<file path="src/rtl/mem_pkg.sv">
// rtl/mem_pkg.sv - shared access-size type and helpers for the data-memory path
//
// Contents:
//   rw_type           access size encoding (byte / half / word)
//   MEM_SIZE_DEFAULT  default byte size of the data memory
//   rw_size()         byte count of an rw_type (0 for the unused encoding)
package mem_pkg;

    typedef enum logic [1:0] {
        RW_B    = 2'b00,
        RW_HALF = 2'b01,
        RW_WORD = 2'b10
    } rw_type;

    localparam logic [31:0] MEM_SIZE_DEFAULT = 32'h0002_0000;

    // The unused encoding reports 0 so a caller can reject it as malformed.
    function automatic logic [2:0] rw_size(rw_type t);
        case (t)
            RW_B:    return 3'd1;
            RW_HALF: return 3'd2;
            RW_WORD: return 3'd4;
            default: return 3'd0;
        endcase
    endfunction

endpackage

</file>
<file path="src/rtl/rr_pick2.sv">
// rtl/rr_pick2.sv - two-way round-robin pick
//
// Ports:
//   req0_i, req1_i  qualified requests
//   prio_i          port that wins when both request (0 or 1)
//   gnt0_o, gnt1_o  one-hot-or-zero grant
//   prio_next_o     priority to use next cycle: the port that did not win,
//                   or prio_i unchanged when nothing was granted
module rr_pick2 (
    input  logic req0_i,
    input  logic req1_i,
    input  logic prio_i,
    output logic gnt0_o,
    output logic gnt1_o,
    output logic prio_next_o
);

    always_comb begin
        gnt0_o      = 1'b0;
        gnt1_o      = 1'b0;
        prio_next_o = prio_i;

        if (req0_i && req1_i) begin
            gnt0_o = ~prio_i;
            gnt1_o = prio_i;
        end else begin
            // A lone requester wins regardless of the pointer.
            gnt0_o = req0_i;
            gnt1_o = req1_i;
        end

        if (gnt0_o) begin
            prio_next_o = 1'b1;
        end else if (gnt1_o) begin
            prio_next_o = 1'b0;
        end
    end

endmodule

</file>
<file path="src/rtl/mem_arbiter.sv">
// rtl/mem_arbiter.sv - two-port round-robin arbiter in front of the data memory
//
// Ports:
//   clk, rst                 clock, synchronous active-high reset
//   reqN/weN/typeN/addrN     port N request (0 = LSU, 1 = DMA/debug); held
//   wdataN/sextN             stable by the requester until gntN
//   gntN                     combinational accept, same cycle as the request
//   rvalidN/rerrN/rdataN     response, one cycle after gntN
//   mem_write_en/mem_type/   granted access driven to the memory; all zero
//   mem_addr/mem_din/        when nothing is granted
//   mem_sign_ext
//   mem_dout                 memory's combinational read data
module mem_arbiter
    import mem_pkg::*;
#(
    parameter logic [31:0] MEM_SIZE = MEM_SIZE_DEFAULT
) (
    input  logic        clk,
    input  logic        rst,

    input  logic        req0,
    input  logic        we0,
    input  rw_type      type0,
    input  logic [31:0] addr0,
    input  logic [31:0] wdata0,
    input  logic        sext0,
    output logic        gnt0,
    output logic        rvalid0,
    output logic        rerr0,
    output logic [31:0] rdata0,

    input  logic        req1,
    input  logic        we1,
    input  rw_type      type1,
    input  logic [31:0] addr1,
    input  logic [31:0] wdata1,
    input  logic        sext1,
    output logic        gnt1,
    output logic        rvalid1,
    output logic        rerr1,
    output logic [31:0] rdata1,

    output logic        mem_write_en,
    output rw_type      mem_type,
    output logic [31:0] mem_addr,
    output logic [31:0] mem_din,
    output logic        mem_sign_ext,
    input  logic [31:0] mem_dout
);

    // ------------------------------------------------------------------
    // Arbitration
    // ------------------------------------------------------------------
    logic prio_q;
    logic prio_d;
    logic req0_v;
    logic req1_v;
    logic gnt0_c;
    logic gnt1_c;
    logic any_gnt;

    // Requests seen during reset are ignored so nothing reaches the memory.
    assign req0_v = req0 & ~rst;
    assign req1_v = req1 & ~rst;

    rr_pick2 u_pick (
        .req0_i      (req0_v),
        .req1_i      (req1_v),
        .prio_i      (prio_q),
        .gnt0_o      (gnt0_c),
        .gnt1_o      (gnt1_c),
        .prio_next_o (prio_d)
    );

    assign gnt0    = gnt0_c;
    assign gnt1    = gnt1_c;
    assign any_gnt = gnt0_c | gnt1_c;

    // ------------------------------------------------------------------
    // Granted-port attribute mux; everything reads as zero when idle
    // ------------------------------------------------------------------
    logic        sel_we;
    rw_type      sel_type;
    logic [31:0] sel_addr;
    logic [31:0] sel_wdata;
    logic        sel_sext;

    always_comb begin
        sel_we    = 1'b0;
        sel_type  = RW_B;
        sel_addr  = 32'h0;
        sel_wdata = 32'h0;
        sel_sext  = 1'b0;
        if (gnt0_c) begin
            sel_we    = we0;
            sel_type  = type0;
            sel_addr  = addr0;
            sel_wdata = wdata0;
            sel_sext  = sext0;
        end else if (gnt1_c) begin
            sel_we    = we1;
            sel_type  = type1;
            sel_addr  = addr1;
            sel_wdata = wdata1;
            sel_sext  = sext1;
        end
    end

    // ------------------------------------------------------------------
    // Alignment and range check on the granted access
    // ------------------------------------------------------------------
    logic [2:0]  sel_size;
    logic        misaligned;
    logic [32:0] last_byte;
    logic        out_of_range;
    logic        acc_err;

    assign sel_size = rw_size(sel_type);

    // The unused type encoding has size 0 and is treated like a misalignment.
    assign misaligned = ((sel_type == RW_HALF) && sel_addr[0])
                      || ((sel_type == RW_WORD) && (sel_addr[1:0] != 2'b00))
                      || (sel_size == 3'd0);

    // 33-bit sum so an access near 0xFFFFFFFF cannot wrap back into range.
    assign last_byte    = {1'b0, sel_addr} + {30'b0, sel_size} - 33'd1;
    assign out_of_range = (last_byte >= {1'b0, MEM_SIZE});
    assign acc_err      = misaligned | out_of_range;

    // ------------------------------------------------------------------
    // Memory side
    // ------------------------------------------------------------------
    assign mem_write_en = any_gnt & sel_we & ~acc_err;
    assign mem_type     = sel_type;
    assign mem_addr     = sel_addr;
    assign mem_din      = sel_wdata;
    assign mem_sign_ext = sel_sext;

    // Writes and rejected accesses return zero data.
    logic [31:0] rsp_data;
    assign rsp_data = (acc_err | sel_we) ? 32'h0 : mem_dout;

    // ------------------------------------------------------------------
    // Response registers; data and error only move on a grant so they
    // hold between pulses
    // ------------------------------------------------------------------
    logic        rvalid0_q;
    logic        rerr0_q;
    logic [31:0] rdata0_q;
    logic        rvalid1_q;
    logic        rerr1_q;
    logic [31:0] rdata1_q;

    always_ff @(posedge clk) begin
        if (rst) begin
            prio_q    <= 1'b0;
            rvalid0_q <= 1'b0;
            rerr0_q   <= 1'b0;
            rdata0_q  <= 32'h0;
            rvalid1_q <= 1'b0;
            rerr1_q   <= 1'b0;
            rdata1_q  <= 32'h0;
        end else begin
            prio_q    <= prio_d;
            rvalid0_q <= gnt0_c;
            rvalid1_q <= gnt1_c;
            if (gnt0_c) begin
                rerr0_q  <= acc_err;
                rdata0_q <= rsp_data;
            end
            if (gnt1_c) begin
                rerr1_q  <= acc_err;
                rdata1_q <= rsp_data;
            end
        end
    end

    // A reset arriving in the response cycle drops that response at once,
    // and the outputs read as their reset values for the whole reset.
    assign rvalid0 = rvalid0_q & ~rst;
    assign rerr0   = rerr0_q & ~rst;
    assign rdata0  = rst ? 32'h0 : rdata0_q;
    assign rvalid1 = rvalid1_q & ~rst;
    assign rerr1   = rerr1_q & ~rst;
    assign rdata1  = rst ? 32'h0 : rdata1_q;

endmodule
</file>
<file path="config.mk">
export PLATFORM = sky130hd
export DESIGN_NAME = mem_arbiter
export DESIGN_NICKNAME = d
export VERILOG_FILES = /design/src/rtl/mem_pkg.sv /design/src/rtl/rr_pick2.sv /design/src/rtl/mem_arbiter.sv
export SDC_FILE = /design/constraint.sdc
export NUM_CORES = 1
export LEC_CHECK = 0
export BUFFER_PORTS_ARGS = -buffer_cell sky130_fd_sc_hd__buf_2
export CAP_MARGIN = 20
export CORE_AREA = 2 2 121 123
export CTS_CLUSTER_SIZE = 40
export DETAILED_ROUTE_END_ITERATION = 6
export DIE_AREA = 0 0 123 125
export PLACE_DENSITY = 0.85
export SYNTH_ARGS = -nofsm -noshare
export SYNTH_HDL_FRONTEND = slang
export SYNTH_HIERARCHICAL = 1
export SYNTH_SLANG_ARGS = --single-unit
</file>
<file path="constraint.sdc">
create_clock -name clk -period 6.1 [get_ports clk]
set_clock_uncertainty 0.15 [all_clocks]
set_input_delay 0.305 -clock clk [delete_from_list [all_inputs] [get_ports clk]]
set_output_delay 0.305 -clock clk [all_outputs]
set_load 0.02 [all_outputs]
</file>
Word-level counts from Yosys, hierarchy flattened
Cells that the tools add are included.

Bitwise logic cells: 14. Divide/modulo/power cells: 0. Mux-type cells: 18. Magnitude comparators: 1. Multipliers: 0. Reduce and logical (&&, ||, !) cells: 9. Eq/ne operators: 2. Add/sub/neg operators: 2. Shifts and indexed selects: 0.

Operators by type and width (number): 2-to-1 mux 32 bit (7); adder 32 x 3 -> 33 bit (1); greater-or-equal comparator 33 x 18 -> 1 bit (second input constant) (1); subtractor 33 x 1 -> 33 bit (second input constant) (1); case mux 3 bit (3 select lines) (1); bitwise AND 1 bit (8); 2-to-1 mux 1 bit (8); 2-to-1 mux 2 bit (2); nonzero test 2 bit (2); logical AND 1 bit (3); zero test 3 bit (1); inverter 1 bit (3); bitwise OR 1 bit (3); == test 2 x 1 -> 1 bit (second input constant) (1); == test 2 bit (second input constant) (1); zero test 2 bit (1); logical OR 1 bit (2).

Bits in writable memories: 0. Input bits: 172. Memories: 0. Bits in registers: 69. Latch bits: 0. Memory bits (read-only): 0. Logic and storage cells: 53. Output and inout bits: 138.

Depth between registers and ports, before layout
Gate-level depths: netlist (run 1).

Depth after elaboration: 14. Mapped depth: 26. Gate-level depth less buffers: 20.

Cells and area by module
The synthesis (run 1) kept the hierarchy.

By module, submodules not included: mem_arbiter (instances 1, seq. area each 1381.3 um^2, cells an instance 926, area an instance 6593.8 um^2); rr_pick2 (instances 1, seq. area each 0.0 um^2, cells an instance 5, area an instance 28.8 um^2).

Least setup slack after synthesis (run 1)
No wires, ideal clock.

Kind: in2out. Start: input port rst. End: output port mem_write_en. Data arrival time: 5.221 ns. Buffers on the path: 6. Stages: 20. Data required time: 5.645 ns. Slack: 0.424 ns. Cell sequence: clkbuf_1 > clkbuf_1 > nor2b_1 > a21boi_0 > clkbuf_1 > clkbuf_1 > buf_1 > a22o_1 > inv_1 > ha_1 > nor2b_4 > o31ai_2 > a2111oi_2 > or3_1 > buf_2 > a211o_1 > a32o_1 > nor4_2 > and2_1 > and3_1.

RTL lines: start: declaration (RTL line mem_arbiter.sv:19) `input logic rst,`; inverter 1 bit (RTL line mem_arbiter.sv:64) `assign req1_v = req1 & ~rst;`; bitwise AND 1 bit (RTL line mem_arbiter.sv:64); named net req1_v (RTL line mem_arbiter.sv:57) `logic req1_v;`; logical AND 1 bit (RTL line rr_pick2.sv:23) `if (req0_i && req1_i) begin`; 2-to-1 mux 1 bit (RTL line rr_pick2.sv:23); named net gnt0 (RTL line mem_arbiter.sv:27) `output logic gnt0,`; 2-to-1 mux 32 bit (RTL line mem_arbiter.sv:94) `if (gnt0_c) begin`; named net mem_addr[3] (RTL line mem_arbiter.sv:45) `output logic [31:0] mem_addr,`; adder 32 x 3 -> 33 bit (RTL line mem_arbiter.sv:126) `assign last_byte = {1'b0, sel_addr} + {30'b0, sel_size} - 33'd1;`; subtractor 33 x 1 -> 33 bit (RTL line mem_arbiter.sv:126); greater-or-equal comparator 33 x 18 -> 1 bit (RTL line mem_arbiter.sv:127) `assign out_of_range = (last_byte >= {1'b0, MEM_SIZE});`; bitwise OR 1 bit (RTL line mem_arbiter.sv:128) `assign acc_err = misaligned | out_of_range;`; inverter 1 bit (RTL line mem_arbiter.sv:133) `assign mem_write_en = any_gnt & sel_we & ~acc_err;`; bitwise AND 1 bit (RTL line mem_arbiter.sv:133); end: declaration (RTL line mem_arbiter.sv:43) `output logic mem_write_en,`.

The timed path passes the listed nets, and every way through them passes these cells.

Worst setup path after layout (run 1)
Start: register prio_q. End: output port mem_write_en.

Word-level cells in the longest chain between the ends: 11.

Ends and longest elaborated chain: start: declaration (RTL line mem_arbiter.sv:54) `logic prio_q;`; start signal: assignment (RTL line mem_arbiter.sv:164) `prio_q <= prio_d;`; 2-to-1 mux 1 bit or inverter 1 bit (tied branches) (RTL line rr_pick2.sv:23, rr_pick2.sv:24); 2-to-1 mux 2 bit or 2-to-1 mux 1 bit (tied branches) (RTL line mem_arbiter.sv:100, rr_pick2.sv:23); 2-to-1 mux 2 bit (RTL line mem_arbiter.sv:94); == test 2 bit, or another cell as far along (RTL line mem_pkg.sv:19, mem_arbiter.sv:122); case mux 3 bit (3 select lines) (RTL line mem_pkg.sv:19) `case (t)`; adder 32 x 3 -> 33 bit (RTL line mem_arbiter.sv:126); subtractor 33 x 1 -> 33 bit (RTL line mem_arbiter.sv:126); greater-or-equal comparator 33 x 18 -> 1 bit (RTL line mem_arbiter.sv:127); bitwise OR 1 bit (RTL line mem_arbiter.sv:128); inverter 1 bit (RTL line mem_arbiter.sv:133); bitwise AND 1 bit * (RTL line mem_arbiter.sv:133).

Mark *: on every way between the ends. The rest lies on a longest branch, timed or not.

==> flow_summary.html, run 1 <==
<table>
<tr><th>Metric</th><th>Value</th></tr>
<tr><th colspan="2">Die</th></tr>
<tr><td>Die Span X</td><td>123 um</td></tr>
<tr><td>Starting density of the core</td><td>46.63%</td></tr>
<tr><td>I/O pin count</td><td>310</td></tr>
<tr><td>Die Span Y</td><td>125 um</td></tr>
<tr><td>Rows</td><td>44</td></tr>
<tr><td>Die Footprint</td><td>0.01538 mm^2</td></tr>
<tr><td>Std-Cell Core Area</td><td>0.01420 mm^2</td></tr>
<tr><th colspan="2">Clocking</th></tr>
<tr><td>Number of hold buffers added after cts</td><td>0</td></tr>
<tr><td>Post_cts resized</td><td>0</td></tr>
<tr><td>Count of buffers added by post-CTS timing repair for setup</td><td>0</td></tr>
<tr><td>Deepest level of the CTS H-tree</td><td>3</td></tr>
<tr><td>Clock tree buffer depth</td><td>2</td></tr>
<tr><td>Clock Pin Slew Worst Setup and Hold Paths</td><td>50 ps</td></tr>
<tr><td>TritonCTS Sinks</td><td>69</td></tr>
<tr><td>Cts bufs inserted</td><td>9</td></tr>
<tr><td>Clock insertion delay at the later pin of the skew report</td><td>320 ps</td></tr>
<tr><td>CTS Root Buffer Type</td><td>clkbuf_16</td></tr>
<tr><td>CTS tree</td><td>done</td></tr>
<tr><th colspan="2">Yosys</th></tr>
<tr><td>Yosys Warn Count</td><td>6</td></tr>
<tr><td>Number of enable-type register cells in the synthesized netlist</td><td>0</td></tr>
<tr><td>Post-synthesis net count</td><td>1138</td></tr>
<tr><td>Area of the mapped netlist</td><td>0.006623 mm^2</td></tr>
<tr><td>Post-synth top cells</td><td>109 x nor2b_1, 99 x a21oi_1, 88 x nor2_1</td></tr>
<tr><td>Cell with the most instances after synthesis</td><td>nor2b_1</td></tr>
<tr><td>Leading register cell type out of synthesis</td><td>dfxtp_1</td></tr>
<tr><td>Largest area contributor in the synthesized netlist</td><td>dfxtp_1</td></tr>
<tr><td>Seq/Total Area, Yosys</td><td>20.86%</td></tr>
<tr><td>FFs w/ async S/R, synth</td><td>0%</td></tr>
<tr><td>FF+latch count, synth</td><td>69</td></tr>
<tr><td>Number of distinct library cells after synthesis</td><td>69</td></tr>
<tr><td>Post-synthesis average cell area</td><td>7.113 um^2</td></tr>
<tr><td>Syn Inst Count</td><td>931</td></tr>
<tr><td>Largest cells by area after synthesis</td><td>dfxtp_1 21%, nor2b_1 10%, a21oi_1 7.5%</td></tr>
<tr><td>Fraction of synthesized cell area taken by the top area cell type</td><td>20.86%</td></tr>
<tr><th colspan="2">Route</th></tr>
<tr><td>Vias after detailed routing</td><td>7972</td></tr>
<tr><td>Vias per cell</td><td>5.806</td></tr>
<tr><td>Number of DRC violations after detailed-routing iteration 0</td><td>710</td></tr>
<tr><td>Post-route antenna net violation count</td><td>0</td></tr>
<tr><td>1st-pass router iterations</td><td>5</td></tr>
<tr><td>Total wirelength of the detailed-routed design</td><td>23130 um</td></tr>
<tr><td>Wire length per cell</td><td>16.85 um</td></tr>
<tr><td>Post-route DRC violation count</td><td>0</td></tr>
<tr><th colspan="2">GRT</th></tr>
<tr><td>Overall fraction of global-route tracks in use</td><td>28.45%</td></tr>
<tr><td>Global-route wire length before repair</td><td>35760 um</td></tr>
<tr><td>Initial antenna violation count</td><td>1</td></tr>
<tr><td>Total congestion overflow</td><td>0</td></tr>
<tr><td>Via count of the first global-routing pass</td><td>7276</td></tr>
<tr><td>Maximum number of pins on one net before global-route repair</td><td>73</td></tr>
<tr><th colspan="2">Place</th></tr>
<tr><td>Buffers added on ports</td><td>309</td></tr>
<tr><td>Final weighted congestion of routability-driven global placement</td><td>0.9512</td></tr>
<tr><td>Cell count after placement</td><td>1357</td></tr>
<tr><td>DPL Wire Length</td><td>17240 um</td></tr>
<tr><th colspan="2">Power</th></tr>
<tr><td>Pwr Total</td><td>1819 uW</td></tr>
<tr><td>Leakage component of the power</td><td>0.004146 uW</td></tr>
<tr><td>Maximum VDD drop</td><td>0.0001364 V</td></tr>
<tr><td>Power density of the placed cells</td><td>215.7 mW/mm^2</td></tr>
<tr><th colspan="2">Run</th></tr>
<tr><td>Max-cap check violation count</td><td>0</td></tr>
<tr><th colspan="2">Critical path</th></tr>
<tr><td>Arrival time at the worst endpoint</td><td>4920 ps</td></tr>
<tr><td>Max FO, Critical Path</td><td>14</td></tr>
<tr><td>Data required time at the worst endpoint</td><td>5640 ps</td></tr>
<tr><td>Worst Setup Path Type</td><td>register to output pin</td></tr>
<tr><td>Most frequent cell on the critical path</td><td>inv_1</td></tr>
<tr><td>Cells along the critical path</td><td>nand2b_1, and2_2, nor2b_4, a22o_1, inv_1, ha_1, inv_1, ha_1, inv_1, fa_1, nor2b_4, o31ai_2, a2111oi_2, or3_1, a211o_1, a32o_1, nor4_4, and2_1, and3_1, buf_2</td></tr>
<tr><td>Worst path max stage delay</td><td>420 ps</td></tr>
<tr><td>Capturing element type of the critical path</td><td>output pin</td></tr>
<tr><td>Element type at the critical path start</td><td>register</td></tr>
<tr><td>Slowest-stage cell, CP</td><td>or3_1</td></tr>
<tr><th colspan="2">Cells and area</th></tr>
<tr><td>Layout area overhead</td><td>27.32%</td></tr>
<tr><td>Fraction of layout instances using a drive strength above 1</td><td>29.88%</td></tr>
<tr><td>Final Net Count</td><td>1391</td></tr>
<tr><td>Non-filler instance count after layout</td><td>1373</td></tr>
<tr><th colspan="2">STA</th></tr>
<tr><td>Fin crit share</td><td>88.10%</td></tr>
<tr><td>Relative slew slack</td><td>48.66%</td></tr>
<tr><td>Final Hold Viols</td><td>0</td></tr>
<tr><td>Total negative slack for setup checks</td><td>0 ps</td></tr>
<tr><td>Final setup viols</td><td>0</td></tr>
<tr><td>Post-layout minimum cycle time</td><td>5374 ps</td></tr>
<tr><td>Final number of max-transition violations</td><td>0</td></tr>
<tr><td>Slew at the pin with the worst max-slew slack</td><td>770.1 ps</td></tr>
<tr><td>Upper clock frequency limit</td><td>186.1 MHz</td></tr>
<tr><td>Setup repair after global routing missed its margin</td><td>no</td></tr>
<tr><th colspan="2">Min path</th></tr>
<tr><td>Type of the most critical hold path</td><td>primary input to register</td></tr>
<tr><th colspan="2">Run status</th></tr>
<tr><td>Outcome</td><td>completed</td></tr>
</table>
[cell families (layout without fill, tap and decap cells)]
group	count (synthesis)	in the layout	share of synthesized area, %
adders and majority gates	35	35	6.726
AOI/OAI and AO/OA	273	273	27.68
buffers and inverters	126	383	8.521
xor gates and xnor gates	6	6	0.7936
muxes	4	4	0.6235
and+or+nand+nor	418	418	34.80
DFF	69	69	20.86
other	0	1	0
[state kept, by name (all words and copies together), names as in the netlist]
| signal | flops |
|---|---|
| prio_q | 1 |
| rdata0_q | 32 |
| rdata1_q | 32 |
| rerr0_q | 1 |
| rerr1_q | 1 |
| rvalid0_q | 1 |
| rvalid1_q | 1 |
[final timing paths]
path | from | to | slack (ps) | depth (start not counted)
max | prio_q$_SDFF_PP0_ | mem_write_en | 730 | 20
min | rst | prio_q$_SDFF_PP0_ | 80 | 2
max reg2reg | prio_q$_SDFF_PP0_ | rdata1_q[20]$_SDFFE_PP0P_ | 910 | 20
min reg2reg | rerr0_q$_SDFFE_PP0P_ | rerr0_q$_SDFFE_PP0P_ | 340 | 2
[power by group]
group	internal [uW]	switching (uW)
combinational	315	516
sequential	481	6.45
clock	312	188
[layout by cell type (no fill, tap or decap), types with 4 or more instances in the layout]
cell type	Yosys	layout
nor2b_1	109	106
nor4_1	6	6
inv_1	46	46
nand4_1	78	78
nand2b_1	5	5
a21o_1	6	6
clkbuf_16	0	9
nor3_1	9	9
and2_1	36	35
a31oi_1	6	6
nor2_1	88	88
a211oi_1	8	8
nand2_1	45	45
ha_1	34	34
o21ai_0	29	29
o211ai_1	8	8
a22oi_1	30	30
o21bai_1	4	4
o21a_1	6	6
a22o_1	37	37
nand3_1	14	14
buf_2	16	309
a21oi_1	99	98
and3_1	7	7
dfxtp_1	69	69
nand3b_1	4	4
buf_4	5	13
[routing by layer]
metal | wire, um | share of wire, % | GRT usage, %
met5 | 0 | 0 | 0
met4 | 912 | 3.9 | 11.10
met3 | 1824 | 7.9 | 5.429
met2 | 11130 | 48 | 48.42
met1 | 9263 | 40 | 35.08
[stage by stage]
step	util, %	setup WS [ps]	hold WS (ps)	cell area [um^2]
detailed placement	57.36	729.1	344.1	8148
global placement	57.36	917.1	316.6	8148
finish	59.36	725.8	77.97	8432
floorplan	-	423.8	307.0	6623
global route	59.36	345.1	71.33	8432
CTS	59.35	690.7	68.34	8429
[cell type report]
| class | instances | area, um^2 |
|---|---|---|
| Antenna cell | 1 | 2.502 |
| Clock buffer | 10 | 229.0 |
| Clock inverter | 5 | 52.55 |
| Fill cell | 1321 | 5772 |
| Inverter | 46 | 172.7 |
| Multi-Input combinational cell | 736 | 4720 |
| Sequential cell | 69 | 1381 |
| Tap cell | 184 | 230.2 |
| Timing Repair Buffer | 322 | 1644 |
[worst max-delay path, delay by kind of cell (launching register included)]
kind | cells | cell delay, ps
compound gates | 5 | 1290
fa+ha+maj | 3 | 770
buf+inv | 4 | 340
flops | 1 | 390
simple gates | 8 | 1780
(Power assumes the default switching activity.)
==> run 2: changes to the inputs <==
CORE_AREA = 2 2 122 124   (was 2 2 121 123)
DIE_AREA = 0 0 124 126   (was 0 0 123 125)
PLACE_DENSITY = 0.77   (was 0.85)
SYNTH_HIERARCHICAL = default   (was 1)
==> flow_summary.html, run 2 <==
<table>
<tr><th>Metric</th><th>Value</th></tr>
<tr><th colspan="2">Route</th></tr>
<tr><td>1st-pass router iterations</td><td>5 (unchanged)</td></tr>
<tr><td>Total wirelength of the detailed-routed design</td><td>20160 um (-13%)</td></tr>
<tr><td>Vias per cell</td><td>5.585 (-3.8%)</td></tr>
<tr><td>Post-route antenna net violation count</td><td>0 (unchanged)</td></tr>
<tr><td>Number of DRC violations after detailed-routing iteration 0</td><td>341 (-52%)</td></tr>
<tr><td>Vias after detailed routing</td><td>6618 (-17%)</td></tr>
<tr><td>Post-route DRC violation count</td><td>0 (unchanged)</td></tr>
<tr><td>Wire length per cell</td><td>17.01 um (+0.95%)</td></tr>
<tr><th colspan="2">Yosys</th></tr>
<tr><td>Largest cells by area after synthesis</td><td>dfxtp_1 24%, nor2b_1 7.7%, o2bb2ai_2 7.6%</td></tr>
<tr><td>Number of enable-type register cells in the synthesized netlist</td><td>0 (unchanged)</td></tr>
<tr><td>Number of distinct library cells after synthesis</td><td>61 (-12%)</td></tr>
<tr><td>Cell with the most instances after synthesis</td><td>nor2b_1</td></tr>
<tr><td>Fraction of synthesized cell area taken by the top area cell type</td><td>24.15% (+3.3 points)</td></tr>
<tr><td>Area of the mapped netlist</td><td>0.005720 mm^2 (-14%)</td></tr>
<tr><td>Yosys Warn Count</td><td>0 (-6)</td></tr>
<tr><td>Post-synthesis average cell area</td><td>7.869 um^2 (+11%)</td></tr>
<tr><td>FFs w/ async S/R, synth</td><td>0% (unchanged)</td></tr>
<tr><td>Seq/Total Area, Yosys</td><td>24.15% (+3.3 points)</td></tr>
<tr><td>Leading register cell type out of synthesis</td><td>dfxtp_1</td></tr>
<tr><td>FF+latch count, synth</td><td>69 (unchanged)</td></tr>
<tr><td>Syn Inst Count</td><td>727 (-22%)</td></tr>
<tr><td>Largest area contributor in the synthesized netlist</td><td>dfxtp_1</td></tr>
<tr><td>Post-synthesis net count</td><td>934 (-18%)</td></tr>
<tr><td>Post-synth top cells</td><td>70 x nor2b_1, 69 x dfxtp_1, 67 x nand2_1</td></tr>
<tr><th colspan="2">STA</th></tr>
<tr><td>Crit path setup slack, layout</td><td>431.7 ps (-294.0 ps)</td></tr>
<tr><td>Final Hold Viols</td><td>0 (unchanged)</td></tr>
<tr><td>Total negative slack for setup checks</td><td>0 ps (unchanged)</td></tr>
<tr><td>Upper clock frequency limit</td><td>176.4 MHz (-5.2%)</td></tr>
<tr><td>Post-layout minimum cycle time</td><td>5668 ps (+294.0 ps)</td></tr>
<tr><td>Slew at the pin with the worst max-slew slack</td><td>815.8 ps (+45.77 ps)</td></tr>
<tr><td>Fin crit share</td><td>92.92% (+4.8 points)</td></tr>
<tr><td>Setup repair after global routing missed its margin</td><td>no</td></tr>
<tr><td>Final setup viols</td><td>0 (unchanged)</td></tr>
<tr><td>Final number of max-transition violations</td><td>0 (unchanged)</td></tr>
<tr><td>Relative slew slack</td><td>45.61% (-3.1 points)</td></tr>
<tr><th colspan="2">GRT</th></tr>
<tr><td>Overall fraction of global-route tracks in use</td><td>24.50% (-4.0 points)</td></tr>
<tr><td>Initial antenna violation count</td><td>0 (-1)</td></tr>
<tr><td>Via count of the first global-routing pass</td><td>6078 (-16%)</td></tr>
<tr><td>Maximum number of pins on one net before global-route repair</td><td>78 (+6.8%)</td></tr>
<tr><td>Total congestion overflow</td><td>0 (unchanged)</td></tr>
<tr><td>Global-route wire length before repair</td><td>30550 um (-15%)</td></tr>
<tr><th colspan="2">Cells and area</th></tr>
<tr><td>Layout area overhead</td><td>33.01%</td></tr>
<tr><td>Diode insertion count for antenna repair</td><td>0 (-1)</td></tr>
<tr><td>Final Net Count</td><td>1203 (-14%)</td></tr>
<tr><td>Finished Cell Area</td><td>0.007609 mm^2 (-9.8%)</td></tr>
<tr><td>End-of-flow core utilization</td><td>53.16% (-6.2 points)</td></tr>
<tr><td>Number of inserted filler cells in the final layout</td><td>1412 (+6.9%)</td></tr>
<tr><td>Highest-count cells in the layout ignoring fill and taps</td><td>309 x buf_2, 70 x nor2b_1, 69 x dfxtp_1</td></tr>
<tr><td>Registers with the most flip-flops</td><td>rdata0_q: 32 flops, rdata1_q: 32 flops</td></tr>
<tr><td>Non-filler instance count after layout</td><td>1185 (-14%)</td></tr>
<tr><td>Fraction of layout instances using a drive strength above 1</td><td>38.06% (+8.2 points)</td></tr>
<tr><td>Commonest non-fill, non-tap cell in the layout</td><td>buf_2</td></tr>
<tr><th colspan="2">Die</th></tr>
<tr><td>I/O pin count</td><td>310 (unchanged)</td></tr>
<tr><td>Die Span X</td><td>124 um (+0.81%)</td></tr>
<tr><td>Std-Cell Core Area</td><td>0.01431 mm^2 (+0.78%)</td></tr>
<tr><td>Die Span Y</td><td>126 um (+0.80%)</td></tr>
<tr><td>Rows</td><td>44 (unchanged)</td></tr>
<tr><td>Die Footprint</td><td>0.01562 mm^2 (+1.6%)</td></tr>
<tr><td>Starting density of the core</td><td>39.97% (-6.7 points)</td></tr>
<tr><th colspan="2">Clocking</th></tr>
<tr><td>Clock Pin Slew Worst Setup and Hold Paths</td><td>60 ps (about the same)</td></tr>
<tr><td>Clock tree buffer depth</td><td>2 (unchanged)</td></tr>
<tr><td>Clock insertion delay at the later pin of the skew report</td><td>330 ps (about the same)</td></tr>
<tr><td>Number of hold buffers added after cts</td><td>0 (unchanged)</td></tr>
<tr><td>Post_cts resized</td><td>0 (unchanged)</td></tr>
<tr><td>Deepest level of the CTS H-tree</td><td>3 (unchanged)</td></tr>
<tr><td>CTS Root Buffer Type</td><td>clkbuf_16</td></tr>
<tr><td>Cts bufs inserted</td><td>9 (unchanged)</td></tr>
<tr><td>CTS tree</td><td>done</td></tr>
<tr><td>TritonCTS Sinks</td><td>69 (unchanged)</td></tr>
<tr><td>Count of buffers added by post-CTS timing repair for setup</td><td>0 (unchanged)</td></tr>
<tr><th colspan="2">Place</th></tr>
<tr><td>DPL Wire Length</td><td>15320 um (-11%)</td></tr>
<tr><td>Buffers added on ports</td><td>309 (unchanged)</td></tr>
<tr><td>Post-placement setup slack</td><td>615.6 ps (-113.5 ps)</td></tr>
<tr><td>Final weighted congestion of routability-driven global placement</td><td>0.9628 (+1.2%)</td></tr>
<tr><td>Placed Area</td><td>0.007310 mm^2 (-10%)</td></tr>
<tr><td>Cell count after placement</td><td>1169 (-14%)</td></tr>
<tr><th colspan="2">Critical path</th></tr>
<tr><td>Max FO, Critical Path</td><td>31 (+17)</td></tr>
<tr><td>Capturing element type of the critical path</td><td>output pin</td></tr>
<tr><td>Arrival time at the worst endpoint</td><td>5210 ps (+290 ps)</td></tr>
<tr><td>Element type at the critical path start</td><td>register</td></tr>
<tr><td>Worst Setup Path Type</td><td>register to output pin</td></tr>
<tr><td>Data required time at the worst endpoint</td><td>5640 ps (about the same)</td></tr>
<tr><th colspan="2">Run status</th></tr>
<tr><td>Outcome</td><td>completed</td></tr>
<tr><th colspan="2">Run</th></tr>
<tr><td>Max-cap check violation count</td><td>0 (unchanged)</td></tr>
<tr><th colspan="2">Power</th></tr>
<tr><td>Maximum VDD drop</td><td>0.0001308 V (-4.1%)</td></tr>
<tr><td>Power density of the placed cells</td><td>199.5 mW/mm^2 (-7.5%)</td></tr>
<tr><td>Leakage component of the power</td><td>0.003692 uW (-11%)</td></tr>
<tr><th colspan="2">Min path</th></tr>
<tr><td>Type of the most critical hold path</td><td>primary input to register</td></tr>
</table>
-- run 2: cell types whose count changed in the layout (fill, tap and decap cells not counted), sizes merged, moves of 6 or more --
cell	before	now
nor2	88	22
a21oi	100	35
nand4	78	16
nor2b	110	70
and2	36	1
o2bb2ai	1	32
nand3	14	43
nand3b	4	33
nand2	45	67
o21ai	29	47
a22oi	30	20
o2111ai	0	7
a22o	37	43
nor4	8	2
-- run 2: cell families after synthesis --
| family | Yosys count | synth area share (%) |
|---|---|---|
| buf+inv | 108 | 7.786 |
| mux | 6 | 1.159 |
| fa+ha+maj | 35 | 7.787 |
| simple gates | 272 | 25.83 |
| flops | 69 | 24.15 |
| compound gates | 237 | 33.29 |
-- run 2: path summary, 6_finish.rpt --
check | slack, ps | end | from | cells after the start
worst max register to register | 710 | rdata0_q[11]$_SDFFE_PP0P_ | prio_q$_SDFFE_PP0N_ | 16
worst max-delay path | 430 | mem_write_en | prio_q$_SDFFE_PP0N_ | 16
worst min-delay path | 90 | rdata1_q[23]$_SDFFE_PP0N_ | mem_dout[23] | 3
worst min register to register | 350 | prio_q$_SDFFE_PP0N_ | prio_q$_SDFFE_PP0N_ | 2
-- run 2: cell type report --
class	count	area, um^2	share of cell area (%)
Clock buffer	9	225.2	2.960
Clock inverter	7	73.82	0.9702
Inverter	47	178.9	2.352
Sequential cell	69	1381	18.15
Tap cell	184	230.2	3.026
Multi-Input combinational cell	550	3897	51.23
Timing Repair Buffer	319	1622	21.31
-- run 2: worst max-delay path: stages, from the launching register on --
cell	delay [ps]
dfxtp_1	330
nand2b_4	170
nand3b_1	130
clkinv_2	350
a22oi_1	390
ha_1	330
fa_1	460
nor2b_1	150
o31ai_2	90
a211o_1	270
a31oi_1	290
mux2_2	390
nor3_1	290
nand4_1	130
or4_4	730
a21oi_2	180
buf_2	180
-- run 2: per-stage QoR --
stage | total power (uW) | hold slack (ps)
after CTS | 1525 | 77.17
final | 1518 | 87.57
after detailed placement | 991.1 | 338.0
after floorplan | 818.9 | 299.8
after global placement | 988.8 | 330.0
after global routing | 1602 | 81.76
-- run 2: where the power goes --
group / total [uW] / switching (uW) / internal [uW]
logic: 537 / 331 / 205
registers: 454 / 0.735 / 453
clock network: 527 / 209 / 318
total: 1520 / 541 / 977
-- run 2: per-layer routing --
layer | track usage [%] | vias up | wire [um]
met1 | 30.14 | 3074 | 8364
met2 | 41.21 | 309 | 9734
met4 | 7.733 | 0 | 460
met5 | 0 | - | 0
met3 | 6.748 | 30 | 1594
li1 | - | 3205 | -
